### src/rtl/midi_channel_decoder.sv
// MIDI byte-stream parser: running status, SysEx skip, real-time bypass,
// channel filtering and registered note / CC / pitch-bend pulses.

package MIDI;
    localparam logic STATUS_OFF = 1'b0;
    localparam logic STATUS_ON  = 1'b1;

    typedef struct packed {
        logic       status;
        logic [6:0] note_number;
        logic [6:0] velocity;
    } note_change_t;

    typedef struct packed {
        logic [6:0] controller_number;
        logic [6:0] value;
    } control_change_t;
endpackage

module midi_channel_decoder #(
    parameter logic [15:0] CHANNEL_MASK = 16'hFFFF,
    parameter bit          VEL0_IS_OFF  = 1'b1,
    parameter bit          BEND_EN      = 1'b1
) (
    input  logic                  clk,
    input  logic                  reset,
    input  logic                  byte_valid,
    input  logic [7:0]            rx_byte,
    output logic                  note_valid,
    output MIDI::note_change_t    note,
    output logic                  cc_valid,
    output MIDI::control_change_t cc,
    output logic                  bend_valid,
    output logic [13:0]           bend,
    output logic [3:0]            channel,
    output logic [7:0]            abort_count
);

    typedef enum logic [1:0] {IDLE, WAIT_D1, WAIT_D2, SYSEX} state_t;

    state_t     state;
    state_t     state_nxt;
    logic [3:0] msg_type;
    logic [3:0] msg_ch;
    logic [6:0] d1;

    logic is_status;
    logic is_rt;
    logic is_chan;
    logic is_data;
    logic one_byte;
    logic done;
    logic abort;

    logic                  emit_note;
    logic                  emit_cc;
    logic                  emit_bend;
    MIDI::note_change_t    note_nxt;
    MIDI::control_change_t cc_nxt;
    logic [13:0]           bend_nxt;

    always_comb begin
        is_status = byte_valid & rx_byte[7];
        is_rt     = is_status & (rx_byte[7:3] == 5'b11111);
        is_chan   = is_status & (rx_byte[7:4] != 4'hF);
        is_data   = byte_valid & ~rx_byte[7];
        one_byte  = (msg_type == 4'hC) | (msg_type == 4'hD);
        done      = is_data & (((state == WAIT_D1) & one_byte) | (state == WAIT_D2));
        // Only WAIT_D2 holds a partially received message.
        abort     = is_status & ~is_rt & (state == WAIT_D2);
    end

    always_ff @(posedge clk) begin
        if (reset) state <= IDLE;
        else       state <= state_nxt;
    end

    always_comb begin
        state_nxt = state;
        if (is_status && !is_rt) begin
            if (is_chan)                state_nxt = WAIT_D1;
            else if (rx_byte == 8'hF0)  state_nxt = SYSEX;
            else                        state_nxt = IDLE;
        end else if (is_data) begin
            case (state)
                WAIT_D1: state_nxt = one_byte ? WAIT_D1 : WAIT_D2;
                WAIT_D2: state_nxt = WAIT_D1;
                default: state_nxt = state;
            endcase
        end
    end

    always_ff @(posedge clk) begin
        if (reset) begin
            msg_type    <= 4'h0;
            msg_ch      <= 4'h0;
            d1          <= 7'h00;
            abort_count <= 8'h00;
        end else begin
            if (is_chan) begin
                msg_type <= rx_byte[7:4];
                msg_ch   <= rx_byte[3:0];
            end else if (is_status && !is_rt) begin
                msg_type <= 4'h0;
                msg_ch   <= 4'h0;
            end
            if (is_data && state == WAIT_D1) d1 <= rx_byte[6:0];
            if (abort && abort_count != 8'hFF) abort_count <= abort_count + 8'd1;
        end
    end

    always_comb begin
        emit_note = done & ((msg_type == 4'h9) | (msg_type == 4'h8)) & CHANNEL_MASK[msg_ch];
        emit_cc   = done & (msg_type == 4'hB) & CHANNEL_MASK[msg_ch];
        emit_bend = BEND_EN & done & (msg_type == 4'hE) & CHANNEL_MASK[msg_ch];
        note_nxt.note_number = d1;
        note_nxt.velocity    = rx_byte[6:0];
        note_nxt.status      = MIDI::STATUS_OFF;
        if (msg_type == 4'h9 && !(VEL0_IS_OFF && rx_byte[6:0] == 7'h00))
            note_nxt.status = MIDI::STATUS_ON;
        cc_nxt.controller_number = d1;
        cc_nxt.value             = rx_byte[6:0];
        bend_nxt = {rx_byte[6:0], d1};
    end

    always_ff @(posedge clk) begin
        if (reset) begin
            note_valid <= 1'b0;
            note       <= '0;
            cc_valid   <= 1'b0;
            cc         <= '0;
            bend_valid <= 1'b0;
            bend       <= 14'h0000;
            channel    <= 4'h0;
        end else begin
            note_valid <= emit_note;
            cc_valid   <= emit_cc;
            bend_valid <= emit_bend;
            if (emit_note) note <= note_nxt;
            if (emit_cc)   cc   <= cc_nxt;
            if (emit_bend) bend <= bend_nxt;
            if (emit_note || emit_cc || emit_bend) channel <= msg_ch;
        end
    end

endmodule

### config.mk
export PLATFORM = sky130hd
export DESIGN_NAME = midi_channel_decoder
export DESIGN_NICKNAME = d
export VERILOG_FILES = /design/src/rtl/midi_channel_decoder.sv
export SDC_FILE = /design/constraint.sdc
export NUM_CORES = 1
export LEC_CHECK = 0
export CORE_AREA = 2 2 68 119
export CTS_CLUSTER_DIAMETER = 120
export DETAILED_ROUTE_END_ITERATION = 6
export DIE_AREA = 0 0 70 121
export PLACE_DENSITY = 0.68
export REMOVE_ABC_BUFFERS = 1
export SYNTH_ARGS = -nofsm -noshare
export SYNTH_HDL_FRONTEND = slang
export SYNTH_SLANG_ARGS = --single-unit
### constraint.sdc
create_clock -name clk -period 1.7 [get_ports clk]
set_input_delay 0.34 -clock clk [delete_from_list [all_inputs] [get_ports clk]]
set_output_delay 0.34 -clock clk [all_outputs]
set_load 0.05 [all_outputs]
; ---- Word level (Yosys, flattened, before mapping)
; Memory sizes are Yosys's and may differ from the RTL's. A register that Yosys moved wholly into a read port is not among the register bits.
; Index checks and enable logic that the tools add are counted.
[op_classes]
n_addsub = 1
magnitude_cmp = 1
n_eq_ne = 12
muxes = 13
bitwise = 19
n_reduce_logical = 13
[op_table]
columns = op, count
row1 = 4-bit equality test (second input constant), 6
row2 = 4-bit two-way mux, 5
row3 = 1-bit bitwise AND, 14
row4 = 2-bit two-way mux, 5
row5 = 8-bit by 1-bit adder with 8-bit output (second input constant), 1
row6 = 8-bit equality test (second input constant), 1
row7 = 8-bit inequality test (second input constant), 1
row8 = 7-bit zero test, 1
row9 = 5-bit equality test (second input constant), 1
row10 = 4-bit by 5-bit < comparator with 1-bit output (second input constant), 1
row11 = 1-bit logical AND, 4
row12 = 4-bit inequality test (second input constant), 1
row13 = 2-bit case mux with 2 select lines, 1
row14 = 2-bit nonzero test, 2
row15 = 1-bit bitwise OR, 3
row16 = 3-bit nonzero test, 1
row17 = 2-bit by 1-bit equality test with 1-bit output (second input constant), 1
row18 = 2-bit equality test (second input constant), 1
row19 = 1-bit zero test, 2
row20 = 1-bit logical OR, 2
row21 = 1-bit two-way mux, 2
row22 = 1-bit NOT, 2
row23 = 2-bit AND reduction, 1
[totals]
regBits = 75
romBits = 16
in_bits = 11
out_inout_bits = 58
wordCells = 75
n_memories = 1
[memory_table]
columns = memory, words, width, rd, rd_clocked_by_memory_dff, wr, line_no
row1 = (no name shown), 16, 1, 1, 1, 0, 115  ; emit_bend = BEND_EN & done & (msg_type == 4'hE) & CHANNEL_MASK[msg_ch];

; ---- Longest topological paths before layout
; Gate-level depths: netlist (run 1).
[depth]
depth_word = 9
ltp_mapped = 8

; ---- Worst setup path before layout (run 1)
; No wires, ideal clock.
[synth_path]
kind = register to register
from = register abort_count[0]
to = register abort_count[7]
setup_ps = 121
arrival_ps = 1705
required_time_ps = 1579
slack_ps = -126
stages_incl_launch_ff = 6
path_buffers = 0
synth_period_minus_slack_ps = 1826
cell_sequence = dfxtp_1 > ha_1 > nand3_1 > o211ai_4 > nor4_1 > mux2_2
[synth_via]
elab_chain_cells = 2
[synth_lines]
columns = item, line_no
row1 = "start, declared", 36  ; output logic [7:0] abort_count
row2 = "start signal, assigned", 108  ; if (abort && abort_count != 8'hFF) abort_count <= abort_count + 8'd1;
row3 = branches (longest 2 deep; another with 8-bit by 1-bit adder with 8-bit output), n/a
; Parallel ways; which one is timed is not known.
; A chain may end at the register's enable or synchronous reset.

; ---- Worst setup path after layout (run 1)
[layout_path]
from = input rx_byte[7]
to = register abort_count[2]
[layout_via]
elab_chain_cells = 6
[layout_lines]
columns = item, line_no
row1 = "start, declared", 28  ; input logic [7:0] rx_byte,
row2 = 5-bit equality test or 1-bit bitwise AND (tied branches), "64, 63"
row3 = 1-bit bitwise AND, 64  ; is_rt = is_status & (rx_byte[7:3] == 5'b11111);
row4 = 1-bit NOT, 70  ; abort = is_status & ~is_rt & (state == WAIT_D2);
row5 = 1-bit bitwise AND (*) (2 in a row), 70
row6 = 1-bit logical AND (*), 108
; Every way passes the cells marked *; elsewhere a longest branch is shown, timed or not.

==> results.toml, run 1 <==
[run_status]
status = "finished, final reports clean"

[worst_setup_path]
critPathArrivalTime_ps = 1910
startpoint_type = "input port"
worstPathMaxFanout = 6
cp_num_cells = 6
reg2reg_depth = 7
slowest_delay_ps = 530
worstReg2RegStart = "state[0]$_SDFFE_PP0P_"
r2r_end = "abort_count[2]$_SDFFE_PP0P_"
end_kind = "flip-flop"
cp-startpoint = "rx_byte[7]"
critical_path.top_delay_family = "buffers and inverters"
crit_buf_inv = 2
criticalPathCategory = "in -> reg"
worstPathCellList = "clkdlybuf4s50_1 -> and3_4 -> o211ai_4 -> buf_4 -> or3_2 -> a21oi_2"
cp_slowest_cell = "clkdlybuf4s50_1"
r2r_slack_ps = 70
required_ps = 1960

[placement]
dp.final_hpwl_um = 5310
dp_cells = 484
place.gp.congestion = 0.802
io_buffer_count = 68
postPlaceCellArea_mm2 = 0.00377

[detailed_routing]
wl_met1_um = 2980
top_layer = "met4"
ant_nets = 0
viasPerCell = 5.12
dr.pass1.iters = 4
dr_wl_met3_um = 315
drt_iter0_drc = 133
met2_length_um = 4060
routed_wl_um = 7500
vias = 2561
drc = 0
wire_per_inst_um = 15.0

[timing]
maxSlewViolCount = 0
finalSetupViolCount = 0
tns_ps = 0
hold_viol = 0
relSlewSlack_pct = 77.1
holdWs_ps = 380
fin_crit_ps = 1640
fin_crit_sh_pct = 96.6
fmax_mhz = 609
tightest_slew_ps = 341
fin_skew_ps = 4.92

[grt]
grt_pass1_vias = 2411
antenna_found_initial = 0
grt_overflow = 0
grt_usage_pct = 18.1
grt_max_degree = 46
grt_pass1_wl_um = 11900

[clock_tree]
clk_pin_slew_ps = 60
cts_buffers = 9
cts_tree = "yes"
clock_latency_ps = 330
cts_buffer_depth = 2
cts_root_buffer = "clkbuf_16"
hold_buffers = 0
clock-sinks = 75
h-tree-depth = 3

[synth]
ys_ff_latch = 75
syn_inst = 315
syn-cell-area_mm2 = 0.00293
ys.flop_type = "dfxtp_1"
yosysSeqAreaShare_pct = 51.2
yosysUniqueCellTypes = 39
synth-edff-count = 0
yosys_warnings = 0
ys_async_sr_fraction_pct = 0
syn_avg_cell_area_um2 = 9.30

[cells_and_area]
design_area_mm2 = 0.00413
nNetsFinal = 422
syn2layout_area_growth_pct = 40.8
drive_above_1_share_pct = 30.3
final_common_cell = "buf_4"
most-common-layout-cells = "buf_4, dfxtp_1, nand2_1, nor2_1, a21oi_1"
num_antenna_cells = 0
instances_no_fill = 500

[floorplan]
fp-row-count = 42
start_util_pct = 39.3
io_pins = 69
die_x_um = 70
dieArea_mm2 = 0.00847
die_h_um = 121
coreArea_mm2 = 0.00746

[hold_path]
hold_end = "abort_count[4]$_SDFFE_PP0P_"
worstHoldStart = "reset"
hold_class = "in -> reg"
worstHoldPathCells = 2

[pwr]
powerDensity_mw_per_mm2 = 974
p_leak_nw = 1.67
ir_worst_vdd_mv = 0.710

[flow_run]
maxCapViolations = 0
==> worst register-to-register path, cell delays in order, from the launching register on <==
cell	delay (ps)
dfxtp_1	320
inv_2	70
ha_4	160
and3_4	200
o211ai_4	100
buf_4	160
or3_2	420
a21oi_2	140
==> registers in the layout, indices dropped and copies added, names as in the netlist <==
register     cells
state            2
cc              14
bend_valid       1
cc_valid         1
msg_ch           4
d1               7
note_valid       1
channel          4
note            15
msg_type         4
bend            14
abort_count      8
==> area by class of cell <==
cell class | count | area, um2
tap | 88 | 110
clock inverter | 5 | 77.6
clock buffer | 10 | 239
timing repair buffer | 103 | 850
sequential | 75 | 1500
multi-input combinational | 215 | 1330
inverter | 4 | 15.0
fill | 694 | 3340
==> stage by stage <==
step           setup WS (ps)  total power [W]  utilization (%)
2_1_floorplan           -126          0.00190                -
3_5_place_dp            -409          0.00205             50.5
6_report                57.3          0.00402             55.3
3_3_place_gp            -344          0.00204             50.5
5_1_grt                -3.29          0.00415             55.3
4_1_cts                 7.58          0.00405             54.8
==> power breakdown <==
group | total [W] | switching (W) | internal [W] | leakage (nW)
combinational | 0.000220 | 0.000122 | 0.0000971 | 0.909
clock | 0.00200 | 0.000695 | 0.00131 | 0.154
sequential | 0.00180 | 0.0000182 | 0.00178 | 0.605
total | 0.00402 | 0.000835 | 0.00318 | 1.67
==> layer usage <==
| layer | GRT usage, % | up-vias |
|---|---|---|
| li1 | - | 1270 |
| met1 | 20.4 | 1217 |
| met3 | 3.90 | 12 |
| met4 | 9.38 | 0 |
| met5 | 0 | - |
| met2 | 31.7 | 62 |
==> synth_stat cells, drive strengths merged, types with 4 or more instances <==
master | number | area [um2]
mux2i | 29 | 290
nor3 | 5 | 41.3
a22o | 6 | 52.6
a31oi | 4 | 25.0
or3 | 4 | 27.5
inv | 4 | 15.0
nand2 | 41 | 154
clkbuf | 13 | 53.8
o21ai | 9 | 45.0
nand3 | 19 | 95.1
dfxtp | 75 | 1500
nor2 | 36 | 138
a21oi | 32 | 160
buf | 8 | 52.6
==> timing repair <==
action / CTS / global route
resized for setup: 3 / 7
hold endpoints to repair: 0 / 0
pin swaps: 0 / 0
setup buffers: 0 / 1
endpoints found under the setup margin: 3 / 6
==> worst max-delay path by stage <==
stage | to | slack (ps)
floorplan | abort_count[7]$_SDFFE_PP0P_ | -130
global placement | note[14]$_SDFFE_PP0P_ | -340
detailed placement | abort_count[7]$_SDFFE_PP0P_ | -410
CTS | note[14]$_SDFFE_PP0P_ | 8
global route | abort_count[2]$_SDFFE_PP0P_ | -3
finish | abort_count[2]$_SDFFE_PP0P_ | 60
==> kinds of logic (layout without fill, tap and decap cells) <==
logic type / after synthesis / in the layout / synth area share [%]
muxes: 30 / 30 / 10.3
adders and majority gates: 3 / 3 / 1.28
xor gates and xnor gates: 4 / 4 / 1.20
AOI/OAI and AO/OA: 55 / 55 / 11.2
and+or+nand+nor: 123 / 123 / 20.6
buffers and inverters: 25 / 122 / 4.14
DFF: 75 / 75 / 51.2
Note: power is estimated with default switching activity, not from simulation.
==> run 2, diff against run 1 <==
==> constraint.sdc (replaced) <==
create_clock -name clk -period 1.7 [get_ports clk]
set_input_delay 0.17 -clock clk [delete_from_list [all_inputs] [get_ports clk]]
set_output_delay 0.17 -clock clk [all_outputs]
set_load 0.05 [all_outputs]
==> run 2 against run 1 <==
Register-to-register slack worse by 60 ps. Routed wire length down 0.28%. Final cell count down 0.60%. Largest power group unchanged. Power down 3.8%. Largest cell class unchanged. Combinational power down 4%. Sequential cell count unchanged. First-iteration DRC count down 19%. Highest routed layer unchanged. Worst setup slack worse by 45 ps. Cell area up 2.3%. Critical path depth up 1.
==> results.toml, run 2 (synthesis gave the netlist of run 1 again) <==
[timing]
holdWs_ps = 200
fin_skew_ps = 4.55
setup_slack_ps = 12.5
finalSetupViolCount = 0
tightest_slew_ps = 521
fmax_mhz = 593
rsz0062_at_grt = "yes"
fin_crit_ps = 1690
relSlewSlack_pct = 65.2
maxSlewViolCount = 0
hold_viol = 0
fin_crit_sh_pct = 99.3

[placement]
io_buffer_count = 68
dp_cells = 481
place_ws_ps = -263
place.gp.congestion = 0.789
dp.final_hpwl_um = 5310

[worst_setup_path]
slowest_delay_ps = 380
startpoint_type = "flip-flop"
required_ps = 1970
cp_slowest_cell = "dfxtp_1"
criticalPathCategory = "reg -> reg"
crit_buf_inv = 2
r2r_slack_ps = 10
worstReg2RegStart = "state[1]$_SDFFE_PP0P_"
worstPathMaxFanout = 5
cp-startpoint = "state[1]$_SDFFE_PP0P_"
critPathArrivalTime_ps = 1960
worstPathCellList = "ha_4 -> nand4b_4 -> buf_6 -> nor3_4 -> buf_4 -> nand3_2 -> a21oi_2"
end_kind = "flip-flop"
critical_path.top_delay_family = "simple AND/OR/NAND/NOR gates"

[pwr]
combPwrFrac_pct = 5.5
powerDensity_mw_per_mm2 = 916
clockPowerShare_pct = 48.1
p_int_w = 0.00303
p_sw_share_pct = 21.6
p_leak_nw = 1.55
seq_power_share_pct = 46.5
ir_worst_vdd_mv = 0.687
p_total_w = 0.00387
switchingPower_w = 0.000835

[cells_and_area]
nNetsFinal = 419
most-common-layout-cells = "dfxtp_1, clkdlybuf4s50_1, buf_4, nor2_1, nand2_1"
num_antenna_cells = 0
syn2layout_area_growth_pct = 44.1
top_register = "note"
final_common_cell = "dfxtp_1"
instances_no_fill = 497
largest_reg_flops = 15
final_util_pct = 56.6
drive_above_1_share_pct = 21.3
reg_top3 = "note (15), bend (14), cc (14)"

[floorplan]
io_pins = 69
coreArea_mm2 = 0.00746
dieArea_mm2 = 0.00847
fp-row-count = 42
die_x_um = 70
die_h_um = 121
start_util_pct = 39.3

[hold_path]
hold_class = "in -> reg"
worstHoldStart = "reset"

[clock_tree]
cts_buffers = 9
cts_root_buffer = "clkbuf_16"
h-tree-depth = 3
hold_buffers = 0
clock-sinks = 75
cts_tree = "yes"
cts_buffer_depth = 2
clock_latency_ps = 330
post_cts_buffers = 0
clk_pin_slew_ps = 50

[grt]
grt_usage_pct = 18.0
grt_pass1_wl_um = 11800
grt_pass1_vias = 2384
antenna_found_initial = 0
grt_max_degree = 42
grt_overflow = 0

[detailed_routing]
dr.pass1.iters = 5
routed_wl_um = 7480
drc = 0
drt_iter0_drc = 108
viasPerCell = 5.12
ant_nets = 0
wire_per_inst_um = 15.1
vias = 2544

[run_status]
status = "finished, final reports clean"

[flow_run]
maxCapViolations = 0
[run 2: cell count changes in the layout (fill, tap and decap cells not counted), sizes merged]
cell,before,now
buf,94,46
bufinv,2,1
clkbuf,10,11
clkdlybuf4s50,5,53
dlymetal6s2s,3,0
[run 2: final cells by class]
class                           count  area, um2
Fill cell                         684       3240
Sequential cell                    75       1500
Multi-Input combinational cell    215       1380
Timing Repair Buffer              100        922
Clock buffer                       11        243
Tap cell                           88        110
Clock inverter                      4       51.3
Inverter                            4       15.0
[run 2: path summary, 6_finish.rpt]
kind,endpoint,cells after the start
max reg2reg,note[14]$_SDFFE_PP0P_,7
min,abort_count[4]$_SDFFE_PP0P_,2
min reg2reg,note[11]$_SDFFE_PP0P_,2
max,note[14]$_SDFFE_PP0P_,7
[run 2: through the flow]
step | cell area [um2] | setup TNS [ps]
2_1_floorplan | 2820 | -2410
3_3_place_gp | 3830 | -5770
3_5_place_dp | 3830 | -7460
4_1_cts | 4140 | 0
5_1_grt | 4220 | -707
6_report | 4220 | 0
[run 2: layer usage]
metal | vias up | wire length, um | global-route usage (%) | part of all wire, %
met2 | 63 | 4050 | 32.1 | 54
met1 | 1199 | 2910 | 19.2 | 39
met3 | 12 | 301 | 4.73 | 4.0
met4 | 0 | 217 | 9.13 | 2.9
met5 | - | 0 | 0 | 0
li1 | 1270 | - | - | -
[run 2: what timing repair did]
item | CTS | global route
pin swaps | 0 | 6
cloned | 0 | 1
endpoints found under the setup margin | 15 | 20
gates resized for setup | 3 | 23
[run 2: power groups by stage]
stage	sequential (W)	clock (W)	combinational (W)
after global routing	0.00180	0.00196	0.000230
after CTS	0.00179	0.00190	0.000206
after detailed placement	0.00183	0	0.000204
after floorplan	0.00184	0	0.0000647
after global placement	0.00183	0	0.000201
final	0.00180	0.00186	0.000212
